--- config.mk ---
export PLATFORM = sky130hd
export DESIGN_NAME = svga_timing_receiver
export DESIGN_NICKNAME = d
export VERILOG_FILES = /design/src/rtl/svga_timing_receiver_pkg.sv /design/src/rtl/svga_timing_receiver_edge.sv /design/src/rtl/svga_timing_receiver.sv
export SDC_FILE = /design/constraint.sdc
export NUM_CORES = 1
export LEC_CHECK = 0
export ABC_AREA = 0
export CORE_MARGIN = 3
export CORE_UTILIZATION = 50
export DETAILED_ROUTE_END_ITERATION = 7
export DONT_BUFFER_PORTS = 1
export PLACE_DENSITY = 0.64
export REMOVE_ABC_BUFFERS = 1
export SYNTH_ARGS = -nofsm -noshare
export SYNTH_HDL_FRONTEND = slang
export SYNTH_SLANG_ARGS = --single-unit
--- constraint.sdc ---
create_clock -name pixel_clock -period 4.1 [get_ports pixel_clock]
set_input_delay 0.82 -clock pixel_clock [delete_from_list [all_inputs] [get_ports pixel_clock]]
set_output_delay 0.82 -clock pixel_clock [all_outputs]
set_load 0.005 [all_outputs]
--- src/rtl/svga_timing_receiver_pkg.sv ---
// Shared SVGA geometry constants, receiver FSM encoding and default counter widths.
// Expected geometry is used by the optional mode check (SVGA_TIMING_CHECK_EN).
package svga_timing_receiver_pkg;

  localparam int unsigned H_W_DEF  = 11;
  localparam int unsigned V_W_DEF  = 10;
  localparam int unsigned MATCH_W  = 4;

  // 800x600 reference raster
  localparam int unsigned H_TOTAL  = 1056;
  localparam int unsigned H_ACTIVE = 800;
  localparam int unsigned V_TOTAL  = 628;
  localparam int unsigned V_ACTIVE = 600;

  typedef enum logic [1:0] {
    ST_ACQUIRE = 2'd0,
    ST_MEASURE = 2'd1,
    ST_CONFIRM = 2'd2,
    ST_LOCKED  = 2'd3
  } rx_state_e;

endpackage

--- src/rtl/svga_timing_receiver_edge.sv ---
// Two-stage input capture with single-cycle rise/fall pulses taken from the captured pair.
module svga_edge_detect (
  input  logic i_clk,
  input  logic i_reset,
  input  logic i_sig,
  output logic o_rise_c,
  output logic o_fall_c
);

  logic r_d1;
  logic r_d2;

  always_ff @(posedge i_clk or posedge i_reset) begin
    if (i_reset) begin
      r_d1 <= 1'b0;
      r_d2 <= 1'b0;
    end else begin
      r_d1 <= i_sig;
      r_d2 <= r_d1;
    end
  end

  assign o_rise_c = r_d1 & ~r_d2;
  assign o_fall_c = ~r_d1 & r_d2;

endmodule

--- src/rtl/svga_timing_receiver.sv ---
// Recovers raster coordinates from h_synch/v_synch/blank, measures frame geometry and tracks lock.
// Optional mode check against the reference raster is enabled by defining SVGA_TIMING_CHECK_EN.
module svga_timing_receiver
  import svga_timing_receiver_pkg::*;
#(
  parameter int unsigned LOCK_FRAMES = 2,
  parameter int unsigned H_W         = H_W_DEF,
  parameter int unsigned V_W         = V_W_DEF
) (
  input  logic           pixel_clock,
  input  logic           reset,
  input  logic           h_synch_in,
  input  logic           v_synch_in,
  input  logic           blank_in,
  output logic           active,
  output logic [H_W-1:0] pixel_x,
  output logic [V_W-1:0] line_y,
  output logic           line_start,
  output logic           frame_start,
  output logic [H_W-1:0] h_total_meas,
  output logic [H_W-1:0] h_active_meas,
  output logic [V_W-1:0] v_total_meas,
  output logic [V_W-1:0] v_active_meas,
  output logic           locked,
  output logic           mode_error
);

  localparam logic [H_W-1:0]     H_MAX  = '1;
  localparam logic [V_W-1:0]     V_MAX  = '1;
  localparam logic [MATCH_W-1:0] LOCK_N = MATCH_W'(LOCK_FRAMES);

  logic w_h_rise, w_h_fall_unused;
  logic w_v_rise, w_v_fall_unused;
  logic w_b_rise, w_b_fall;

  svga_edge_detect u_h_edge (
    .i_clk(pixel_clock), .i_reset(reset), .i_sig(h_synch_in),
    .o_rise_c(w_h_rise), .o_fall_c(w_h_fall_unused)
  );

  svga_edge_detect u_v_edge (
    .i_clk(pixel_clock), .i_reset(reset), .i_sig(v_synch_in),
    .o_rise_c(w_v_rise), .o_fall_c(w_v_fall_unused)
  );

  svga_edge_detect u_b_edge (
    .i_clk(pixel_clock), .i_reset(reset), .i_sig(blank_in),
    .o_rise_c(w_b_rise), .o_fall_c(w_b_fall)
  );

  logic               r_active;
  logic [H_W-1:0]     r_pixel_x;
  logic [V_W-1:0]     r_line_y;
  logic               r_line_start;
  logic               r_frame_start;
  logic               r_new_frame;
  logic [H_W-1:0]     r_hcnt;
  logic [H_W-1:0]     r_h_len;
  logic [H_W-1:0]     r_hact_last;
  logic [V_W-1:0]     r_vcnt;
  logic [V_W-1:0]     r_vact;
  logic [H_W-1:0]     r_h_total_meas;
  logic [H_W-1:0]     r_h_active_meas;
  logic [V_W-1:0]     r_v_total_meas;
  logic [V_W-1:0]     r_v_active_meas;
  logic [MATCH_W-1:0] r_match_cnt;
  logic               r_locked;
  rx_state_e          r_state;

  logic [H_W-1:0]     w_px_inc;
  logic [H_W-1:0]     w_hcnt_inc;
  logic [V_W-1:0]     w_vcnt_inc;
  logic               w_timeout;
  logic [H_W-1:0]     w_cand_ht;
  logic [H_W-1:0]     w_cand_ha;
  logic [V_W-1:0]     w_cand_vt;
  logic [V_W-1:0]     w_cand_va;
  logic               w_cand_eq;
  logic [H_W-1:0]     w_ht_nxt;
  logic [H_W-1:0]     w_ha_nxt;
  logic [V_W-1:0]     w_vt_nxt;
  logic [V_W-1:0]     w_va_nxt;
  rx_state_e          w_state_nxt;
  logic               w_latch;
  logic [MATCH_W-1:0] w_match_nxt;
  logic               w_locked_nxt;

  assign w_px_inc   = (r_pixel_x == H_MAX) ? H_MAX : H_W'(r_pixel_x + 1'b1);
  assign w_hcnt_inc = (r_hcnt == H_MAX) ? H_MAX : H_W'(r_hcnt + 1'b1);
  assign w_vcnt_inc = (r_vcnt == V_MAX) ? V_MAX : V_W'(r_vcnt + 1'b1);
  assign w_timeout  = (r_hcnt == H_MAX);

  // Raster position recovery, two cycles behind blank_in
  always_ff @(posedge pixel_clock or posedge reset) begin
    if (reset) begin
      r_active      <= 1'b0;
      r_pixel_x     <= '0;
      r_line_y      <= '0;
      r_line_start  <= 1'b0;
      r_frame_start <= 1'b0;
      r_new_frame   <= 1'b0;
    end else begin
      r_line_start  <= 1'b0;
      r_frame_start <= 1'b0;
      if (w_v_rise) begin
        r_new_frame <= 1'b1;
      end
      if (w_b_fall) begin
        r_active     <= 1'b1;
        r_pixel_x    <= '0;
        r_line_start <= 1'b1;
        if (r_new_frame || w_v_rise) begin
          r_line_y      <= '0;
          r_frame_start <= 1'b1;
          r_new_frame   <= 1'b0;
        end else begin
          r_line_y <= V_W'(r_line_y + 1'b1);
        end
      end else if (w_b_rise) begin
        r_active <= 1'b0;
      end else if (r_active) begin
        r_pixel_x <= w_px_inc;
      end
      if (w_timeout) begin
        r_active <= 1'b0;
      end
    end
  end

  // Running line/frame counters; r_hcnt counts cycles since the last h_synch rise
  always_ff @(posedge pixel_clock or posedge reset) begin
    if (reset) begin
      r_hcnt      <= '0;
      r_h_len     <= '0;
      r_hact_last <= '0;
      r_vcnt      <= '0;
      r_vact      <= '0;
    end else begin
      if (w_h_rise) begin
        r_hcnt  <= '0;
        r_h_len <= w_hcnt_inc;
      end else begin
        r_hcnt <= w_hcnt_inc;
      end
      if (w_b_rise && r_active) begin
        r_hact_last <= w_px_inc;
      end
      if (w_v_rise) begin
        r_vcnt <= '0;
        r_vact <= w_b_fall ? V_W'(1) : '0;
      end else begin
        if (w_h_rise) begin
          r_vcnt <= w_vcnt_inc;
        end
        if (w_b_fall) begin
          r_vact <= (r_vact == V_MAX) ? V_MAX : V_W'(r_vact + 1'b1);
        end
      end
    end
  end

  // A coincident h_synch rise still belongs to the frame that is ending
  assign w_cand_ht = w_h_rise ? w_hcnt_inc : r_h_len;
  assign w_cand_ha = r_hact_last;
  assign w_cand_vt = w_h_rise ? w_vcnt_inc : r_vcnt;
  assign w_cand_va = r_vact;
  assign w_cand_eq = (w_cand_ht == r_h_total_meas) && (w_cand_ha == r_h_active_meas) &&
                     (w_cand_vt == r_v_total_meas) && (w_cand_va == r_v_active_meas);

  always_ff @(posedge pixel_clock or posedge reset) begin
    if (reset) begin
      r_state <= ST_ACQUIRE;
    end else begin
      r_state <= w_state_nxt;
    end
  end

  // Lock tracking: one decision per v_synch rise, timeout overrides everything
  always_comb begin
    w_state_nxt  = r_state;
    w_latch      = 1'b0;
    w_match_nxt  = r_match_cnt;
    w_locked_nxt = r_locked;
    if (w_timeout) begin
      w_state_nxt  = ST_ACQUIRE;
      w_locked_nxt = 1'b0;
      w_match_nxt  = '0;
    end else if (w_v_rise) begin
      case (r_state)
        ST_ACQUIRE: w_state_nxt = ST_MEASURE;
        ST_MEASURE: begin
          w_latch     = 1'b1;
          w_match_nxt = MATCH_W'(1);
          if (LOCK_N <= MATCH_W'(1)) begin
            w_state_nxt  = ST_LOCKED;
            w_locked_nxt = 1'b1;
          end else begin
            w_state_nxt = ST_CONFIRM;
          end
        end
        ST_CONFIRM: begin
          if (w_cand_eq) begin
            w_match_nxt = MATCH_W'(r_match_cnt + 1'b1);
            if (w_match_nxt >= LOCK_N) begin
              w_state_nxt  = ST_LOCKED;
              w_locked_nxt = 1'b1;
            end
          end else begin
            w_latch     = 1'b1;
            w_match_nxt = MATCH_W'(1);
          end
        end
        ST_LOCKED: begin
          if (!w_cand_eq) begin
            w_latch      = 1'b1;
            w_match_nxt  = MATCH_W'(1);
            w_locked_nxt = 1'b0;
            w_state_nxt  = ST_CONFIRM;
          end
        end
        default: w_state_nxt = ST_ACQUIRE;
      endcase
    end
  end

  assign w_ht_nxt = w_latch ? w_cand_ht : r_h_total_meas;
  assign w_ha_nxt = w_latch ? w_cand_ha : r_h_active_meas;
  assign w_vt_nxt = w_latch ? w_cand_vt : r_v_total_meas;
  assign w_va_nxt = w_latch ? w_cand_va : r_v_active_meas;

  always_ff @(posedge pixel_clock or posedge reset) begin
    if (reset) begin
      r_match_cnt     <= '0;
      r_locked        <= 1'b0;
      r_h_total_meas  <= '0;
      r_h_active_meas <= '0;
      r_v_total_meas  <= '0;
      r_v_active_meas <= '0;
    end else begin
      r_match_cnt     <= w_match_nxt;
      r_locked        <= w_locked_nxt;
      r_h_total_meas  <= w_ht_nxt;
      r_h_active_meas <= w_ha_nxt;
      r_v_total_meas  <= w_vt_nxt;
      r_v_active_meas <= w_va_nxt;
    end
  end

`ifdef SVGA_TIMING_CHECK_EN
  logic r_mode_error;

  // Flag a locked raster that is not the reference mode
  always_ff @(posedge pixel_clock or posedge reset) begin
    if (reset) begin
      r_mode_error <= 1'b0;
    end else begin
      r_mode_error <= w_locked_nxt &&
                      ((w_ht_nxt != H_W'(H_TOTAL)) || (w_ha_nxt != H_W'(H_ACTIVE)) ||
                       (w_vt_nxt != V_W'(V_TOTAL)) || (w_va_nxt != V_W'(V_ACTIVE)));
    end
  end

  assign mode_error = r_mode_error;
`else
  assign mode_error = 1'b0;
`endif

  assign active        = r_active;
  assign pixel_x       = r_pixel_x;
  assign line_y        = r_line_y;
  assign line_start    = r_line_start;
  assign frame_start   = r_frame_start;
  assign h_total_meas  = r_h_total_meas;
  assign h_active_meas = r_h_active_meas;
  assign v_total_meas  = r_v_total_meas;
  assign v_active_meas = r_v_active_meas;
  assign locked        = r_locked;

endmodule

==> results by group, run 1 <==
Run status
  • Run status: finished clean

Detailed routing
  • Final wirelength: 16300 um
  • Top sig layer: met4
  • Drt drc: 0
  • Met3 wire len: 928 um
  • Wire per inst: 18.8 um
  • Vias per Instance: 6.00
  • Initial drt markers: 496
  • Final ANT Viol Nets: 0
  • DR pass1 iterations: 5
  • Vias: 5200
  • M1 wire length: 7160 um
  • DR WL met2: 7900 um

Setup path
  • Reg2reg end: h_active_meas[2]
  • CP endpoint: h_active_meas[2]
  • Startpoint Class: register
  • CP startpoint: r_vcnt[0]
  • Worst Path Required: 4.39 ns
  • Data arrival time of the critical path: 3.92 ns
  • Worst Setup End Kind: register
  • CP Max Fanout: 22
  • R2R setup slack: 0.48 ns
  • Worst r2r path cells: 11
  • FF-to-FF Start: r_vcnt[0]
  • Setup CP Type: reg2reg

Yosys
  • Cells after Synth: 680
  • Synth Area per Inst: 10.4 sq um
  • Post-synth top area share: 47.1%
  • Most frequent cell after synthesis: dfrtp_1
  • Post-synth EDFFs: 0
  • Synth cell count leaders: dfrtp_1 (133), nor2_1 (75), nand2_1 (42)
  • Top cell type by total area after synthesis: dfrtp_1
  • Synth warn: 0
  • Count of cell types in the netlist: 81
  • Top_reg_cell synth: dfrtp_1
  • Mapped Area: 0.00707 sq mm
  • Seq/Total Area, Yosys: 47.1%
  • Area contributors post-synth: dfrtp_1 (47%), mux2_4 (7.0%), nor2_1 (4.0%)
  • Post-synthesis register bit count: 133
  • Post-synth ARST share: 100%

Timing
  • Final Hold Fails: 0
  • Setup violations, final: 0
  • Relative slew slack: 48.2%
  • Max Slew Vio Count: 0
  • Fin crit share: 88.4%
  • RSZ-0062 raised after global routing: no
  • Clock Skew: 0.0105 ns
  • Fmax: 0.276 GHz
  • Least-Margin Pin Slew: 0.777 ns
  • Final min period: 3.62 ns

CTS
  • CTS sink count: 133
  • Post-CTS resize count: 0
  • CTS tree: yes
  • Clk Latency, worst-skew pair: 0.41 ns
  • CTS max path bufs: 2
  • Cts bufs inserted: 17
  • # Post-CTS Setup Buffers: 0
  • Htree depth: 4
  • Worst-path clk slew: 0.06 ns
  • Clk root buf: clkbuf_16
  • Hold Buf Count CTS: 0

Floorplanning
  • IO Count: 73
  • Die span in x: 125 um
  • Total die area: 0.0156 sq mm
  • Std cell rows: 42
  • Initial Util: 52.3%
  • Die Ht: 125 um
  • Core box area: 0.0135 sq mm

Global route
  • First-pass GRT wire length: 27200 um
  • Vias in the first global route: 5179
  • Total grt overflow: 0
  • Initial antenna violation count: 0
  • Largest net degree at the start of global routing: 87
  • Gr usage total: 21.4%

Power
  • Leakage: 3.50 nW
  • PD cells: 510 mW/mm^2
  • Final Total Pwr: 4.00 mW
  • Maximum vdd drop: 0.300 mV

Final layout
  • Share of cells above drive strength 1: 14.6%
  • Synthesis-to-layout area growth: 11.0%
  • Nets: 690
  • Ant. Diodes: 0
  • Non-filler cells in the finished layout: 867

Placement
  • Final RePlAce weighted congestion: 0.908
  • DP HPWL: 11400 um
  • Port Buffers: 0
  • Placed cell count: 835

Min path
  • Worst min-delay path class: reg2reg

Job
  • # Max-Cap Violations: 0
==> cells in the final DEF, fill, tap and decap left out, drive strengths merged, types with 7 or more instances in the layout <==
| cell | instances |
|---|---|
| and2 | 7 |
| dfrtp | 133 |
| nand2b | 8 |
| ha | 7 |
| clkbuf | 20 |
| nand2 | 43 |
| a211oi | 11 |
| o21ai | 25 |
| xnor2 | 23 |
| xor2 | 29 |
| nand4 | 13 |
| nor3 | 21 |
| nand3 | 24 |
| buf | 11 |
| mux2 | 35 |
| mux2i | 10 |
| nor4 | 10 |
| a31oi | 18 |
| and3 | 17 |
| a21oi | 40 |
| inv | 25 |
| nor2 | 75 |
==> through the flow <==
stage	instance area, sq um	hold slack [ns]	setup TNS (ns)	setup WS (ns)	utilization, %
2_1_floorplan	6850	0.367	-36.50	-0.274	-
3_3_place_gp	7190	0.377	0	0.589	53.2
3_5_place_dp	7190	0.384	0	0.549	53.2
4_1_cts	7850	0.395	0	0.512	58.1
5_1_grt	7850	0.411	0	0.256	58.1
6_report	7850	0.393	0	0.477	58.1
==> worst max-delay path, stage by stage, from the launching register on <==
cell,delay [ns]
dfrtp_1,0.45
ha_1,0.29
and4b_1,0.31
a211oi_2,0.35
nor3_1,0.08
a221oi_1,0.42
nand4_2,0.22
nor4_4,0.40
nand4_4,0.20
nand3_4,0.23
buf_12,0.24
mux2_4,0.32
==> flip-flops by register name, indices dropped and copies added (netlist names), 2 cells and up <==
name	flops
h_active_meas	11
r_hact_last	11
v_total_meas	10
r_vcnt	10
r_h_len	11
h_total_meas	11
r_match_cnt	4
r_state	2
r_vact	10
r_hcnt	11
v_active_meas	10
line_y	10
pixel_x	11
==> layer usage <==
metal	vias up	global-route usage [%]
met4	0	7.27
met2	152	34.4
met3	23	6.95
li1	2446	-
met5	-	0
met1	2579	27.3
==> cell families (layout without fill, tap and decap cells) <==
kind of cell,Yosys count,in the layout,share of synthesized area [%]
DFF,133,133,47.1
AOI/OAI and AO/OA,144,144,13.8
adders and majority gates,7,7,1.24
buffers and inverters,57,68,4.34
and+or+nand+nor,241,241,18.2
other,1,1,0.0531
muxes,45,45,8.75
xor gates and xnor gates,52,52,6.44
==> how the worst min path moves through the flow <==
stage,from,endpoint,slack [ns],cells past startpoint
after floorplan,u_b_edge.r_d1,u_b_edge.r_d2,0.37,0
after global placement,u_b_edge.r_d1,u_b_edge.r_d2,0.38,0
after detailed placement,u_b_edge.r_d1,u_b_edge.r_d2,0.38,0
after CTS,u_v_edge.r_d1,u_v_edge.r_d2,0.40,0
after global routing,u_v_edge.r_d1,u_v_edge.r_d2,0.41,0
final,u_b_edge.r_d1,u_b_edge.r_d2,0.39,0
==> layout make-up <==
cell class	instances	area [sq um]
Timing Repair Buffer	11	108
Sequential cell	133	3330
Clock buffer	20	457
Multi-Input combinational cell	490	3430
Fill cell	1120	5660
Inverter	25	98.8
Clock inverter	12	201
Tap cell	176	220
==> power breakdown <==
| group | switching (mW) | internal (mW) | total, mW | leakage [nW] |
|---|---|---|---|---|
| combinational | 0.316 | 0.305 | 0.621 | 1.46 |
| sequential | 0.223 | 1.48 | 1.70 | 1.72 |
| clock | 0.568 | 1.11 | 1.68 | 0.316 |
Note: power is estimated with default switching activity, not from simulation.
==> run 2: changes to the inputs <==
Settings changed: CORE_ASPECT_RATIO from default to 2, GPL_ROUTABILITY_DRIVEN from default to 0.
==> results by group, run 2 (same netlist as run 1, synthesis figures left out) <==
Floorplanning
  • Die Ht: 174 um (+39%)
  • Std cell rows: 60 (+43%)
  • Core box area: 0.0137 sq mm (+1.2%)
  • Die span in x: 90.1 um (-28%)
  • Initial Util: 51.7% (-0.60 points)
  • IO Count: 73 (unchanged)
  • Total die area: 0.0157 sq mm (+0.56%)

Run status
  • Run status: finished clean

CTS
  • CTS max path bufs: 2 (unchanged)
  • Htree depth: 4 (unchanged)
  • Hold Buf Count CTS: 0 (unchanged)
  • CTS tree: yes
  • CTS sink count: 133 (unchanged)
  • Worst-path clk slew: 0.06 ns (about the same)
  • # Post-CTS Setup Buffers: 0 (unchanged)
  • Cts bufs inserted: 17 (unchanged)
  • Clk root buf: clkbuf_16
  • Post-CTS resize count: 0 (unchanged)
  • Clk Latency, worst-skew pair: 0.41 ns (about the same)

Timing
  • Fin crit share: 86.1% (-2.3 points)
  • Max Slew Vio Count: 0 (unchanged)
  • Clock Skew: 0.00934 ns (-0.00114 ns)
  • Relative slew slack: 44.9% (-3.2 points)
  • Final min period: 3.53 ns (-0.0934 ns)
  • RSZ-0062 raised after global routing: no
  • Least-Margin Pin Slew: 0.825 ns (+0.0476 ns)
  • Final Hold Fails: 0 (unchanged)
  • Setup ws final: 0.571 ns (+0.0934 ns)
  • Fmax: 0.283 GHz (+2.6%)
  • Setup violations, final: 0 (unchanged)
  • TNS Setup: 0 ns (unchanged)
  • Fin Hold WS: 0.333 ns (-0.0601 ns)

Power
  • Reg power frac: 42.9% (+0.4 points)
  • Clk network pwr share: 41.2% (-0.8 points)
  • Leakage: 3.50 nW (about the same)
  • NetSw: 1.13 mW (+2.6%)
  • Switching Fraction: 28.6% (+0.93 points)
  • Maximum vdd drop: 0.325 mV (+8.6%)
  • Comb power frac: 15.9% (+0.4 points)
  • Final Total Pwr: 3.97 mW (-0.75%)
  • PD cells: 505 mW/mm^2 (-0.99%)
  • Internal power: 2.83 mW (-2.0%)

Detailed routing
  • Vias: 5256 (+1.1%)
  • Initial drt markers: 308 (-38%)
  • Final ANT Viol Nets: 0 (unchanged)
  • DR pass1 iterations: 5 (unchanged)
  • Vias per Instance: 5.97 (-0.53%)
  • Wire per inst: 20.1 um (+6.9%)
  • Drt drc: 0 (unchanged)
  • Final wirelength: 17700 um (+8.6%)

Setup path
  • Slowest stage delay, CP: 0.48 ns (+0.03 ns)
  • Worst Path Buf+Inv: 1 (unchanged)
  • CP Max Fanout: 26 (+18%)
  • Cell Chain, Critical Path: ha_1, nand4b_1, nor3_1, xnor2_1, o22ai_1, a311o_1, nor4_4, nand4_4, nand3_4, buf_12, mux2_4
  • Data arrival time of the critical path: 3.83 ns (-0.09 ns)
  • Crit-path slowest cell: dfrtp_1
  • Top delay family on crit path: simple AND/OR/NAND/NOR gates
  • Worst Path Required: 4.40 ns (about the same)
  • Instance count on the critical path: 11 (unchanged)
  • Setup CP Type: reg2reg
  • Worst r2r path cells: 11 (unchanged)
  • Worst Setup End Kind: register
  • Startpoint Class: register

Global route
  • Initial antenna violation count: 0 (unchanged)
  • Vias in the first global route: 5547 (+7.1%)
  • First-pass GRT wire length: 29000 um (+6.5%)
  • Largest net degree at the start of global routing: 63 (-28%)
  • Total grt overflow: 0 (unchanged)
  • Gr usage total: 23.2% (+1.9 points)

Final layout
  • Non-filler cells in the finished layout: 881 (+1.6%)
  • Share of cells above drive strength 1: 15.1% (+0.49 points)
  • Ant. Diodes: 0 (unchanged)
  • Nets: 694 (+0.58%)
  • Commonest non-fill, non-tap cell in the layout: dfrtp_1
  • Final Cell Area: 0.00787 sq mm (+0.24%)
  • Fill cells: 1191 (+6.3%)
  • Most frequent cells in the layout: dfrtp_1 (133), nor2_1 (75), nand2_1 (42)
  • Synthesis-to-layout area growth: 11.3%
  • Fin util: 57.6% (-0.53 points)

Job
  • # Max-Cap Violations: 0 (unchanged)

Placement
  • Port Buffers: 0 (unchanged)
  • Area after DPL: 0.00723 sq mm (+0.59%)
  • DP HPWL: 12900 um (+13%)
  • Dpl ws: 0.609 ns (+0.0604 ns)
  • Placed cell count: 849 (+1.7%)

Min path
  • Worst min-delay path class: in2async
-- run 2: final cells by class --
type / instances / area (sq um) / area share (%)
well taps: 186 / 233 / 2.96
flip-flops and latches: 133 / 3330 / 42.3
inverters: 25 / 98.8 / 1.26
repair buffers: 15 / 138 / 1.75
clock inverters: 12 / 178 / 2.26
multi-input cells: 490 / 3430 / 43.7
clock buffers: 20 / 457 / 5.81
-- run 2: routing by layer --
layer | track usage, % | up-vias | part of all wire (%)
met5 | 0 | - | 0
met4 | 11.8 | 0 | 4.1
met3 | 5.89 | 44 | 5.5
met2 | 43.3 | 182 | 55
met1 | 23.5 | 2573 | 35
li1 | - | 2457 | -
-- run 2: power groups by stage --
stage               sequential, mW  clock, mW  combinational [mW]
detailed placement            1.73          0               0.634
finish                        1.70       1.63               0.633
global placement              1.72          0               0.624
CTS                           1.71       1.66               0.638
global route                  1.74       1.72               0.697
floorplan                     1.65          0               0.493
-- run 2: worst paths after layout --
kind                       slack [ns]     startpoint               end
setup reg to reg                 0.57      r_vcnt[0]  h_active_meas[8]
hold / removal                   0.33          reset  h_active_meas[8]
setup / recovery                 0.57      r_vcnt[0]  h_active_meas[8]
min in group pixel_clock         0.40  u_v_edge.r_d1     u_v_edge.r_d2
hold reg to reg                  0.40  u_v_edge.r_d1     u_v_edge.r_d2
max in group asynchronous        2.87          reset     u_b_edge.r_d1
-- run 2: worst register-to-register path: stages (launching register included) --
cell and delay [ns]:
dfrtp_1 0.48, ha_1 0.28, nand4b_1 0.35, nor3_1 0.43, xnor2_1 0.18, o22ai_1 0.10, a311o_1 0.33, nor4_4 0.33
nand4_4 0.20, nand3_4 0.16, buf_12 0.23, mux2_4 0.34
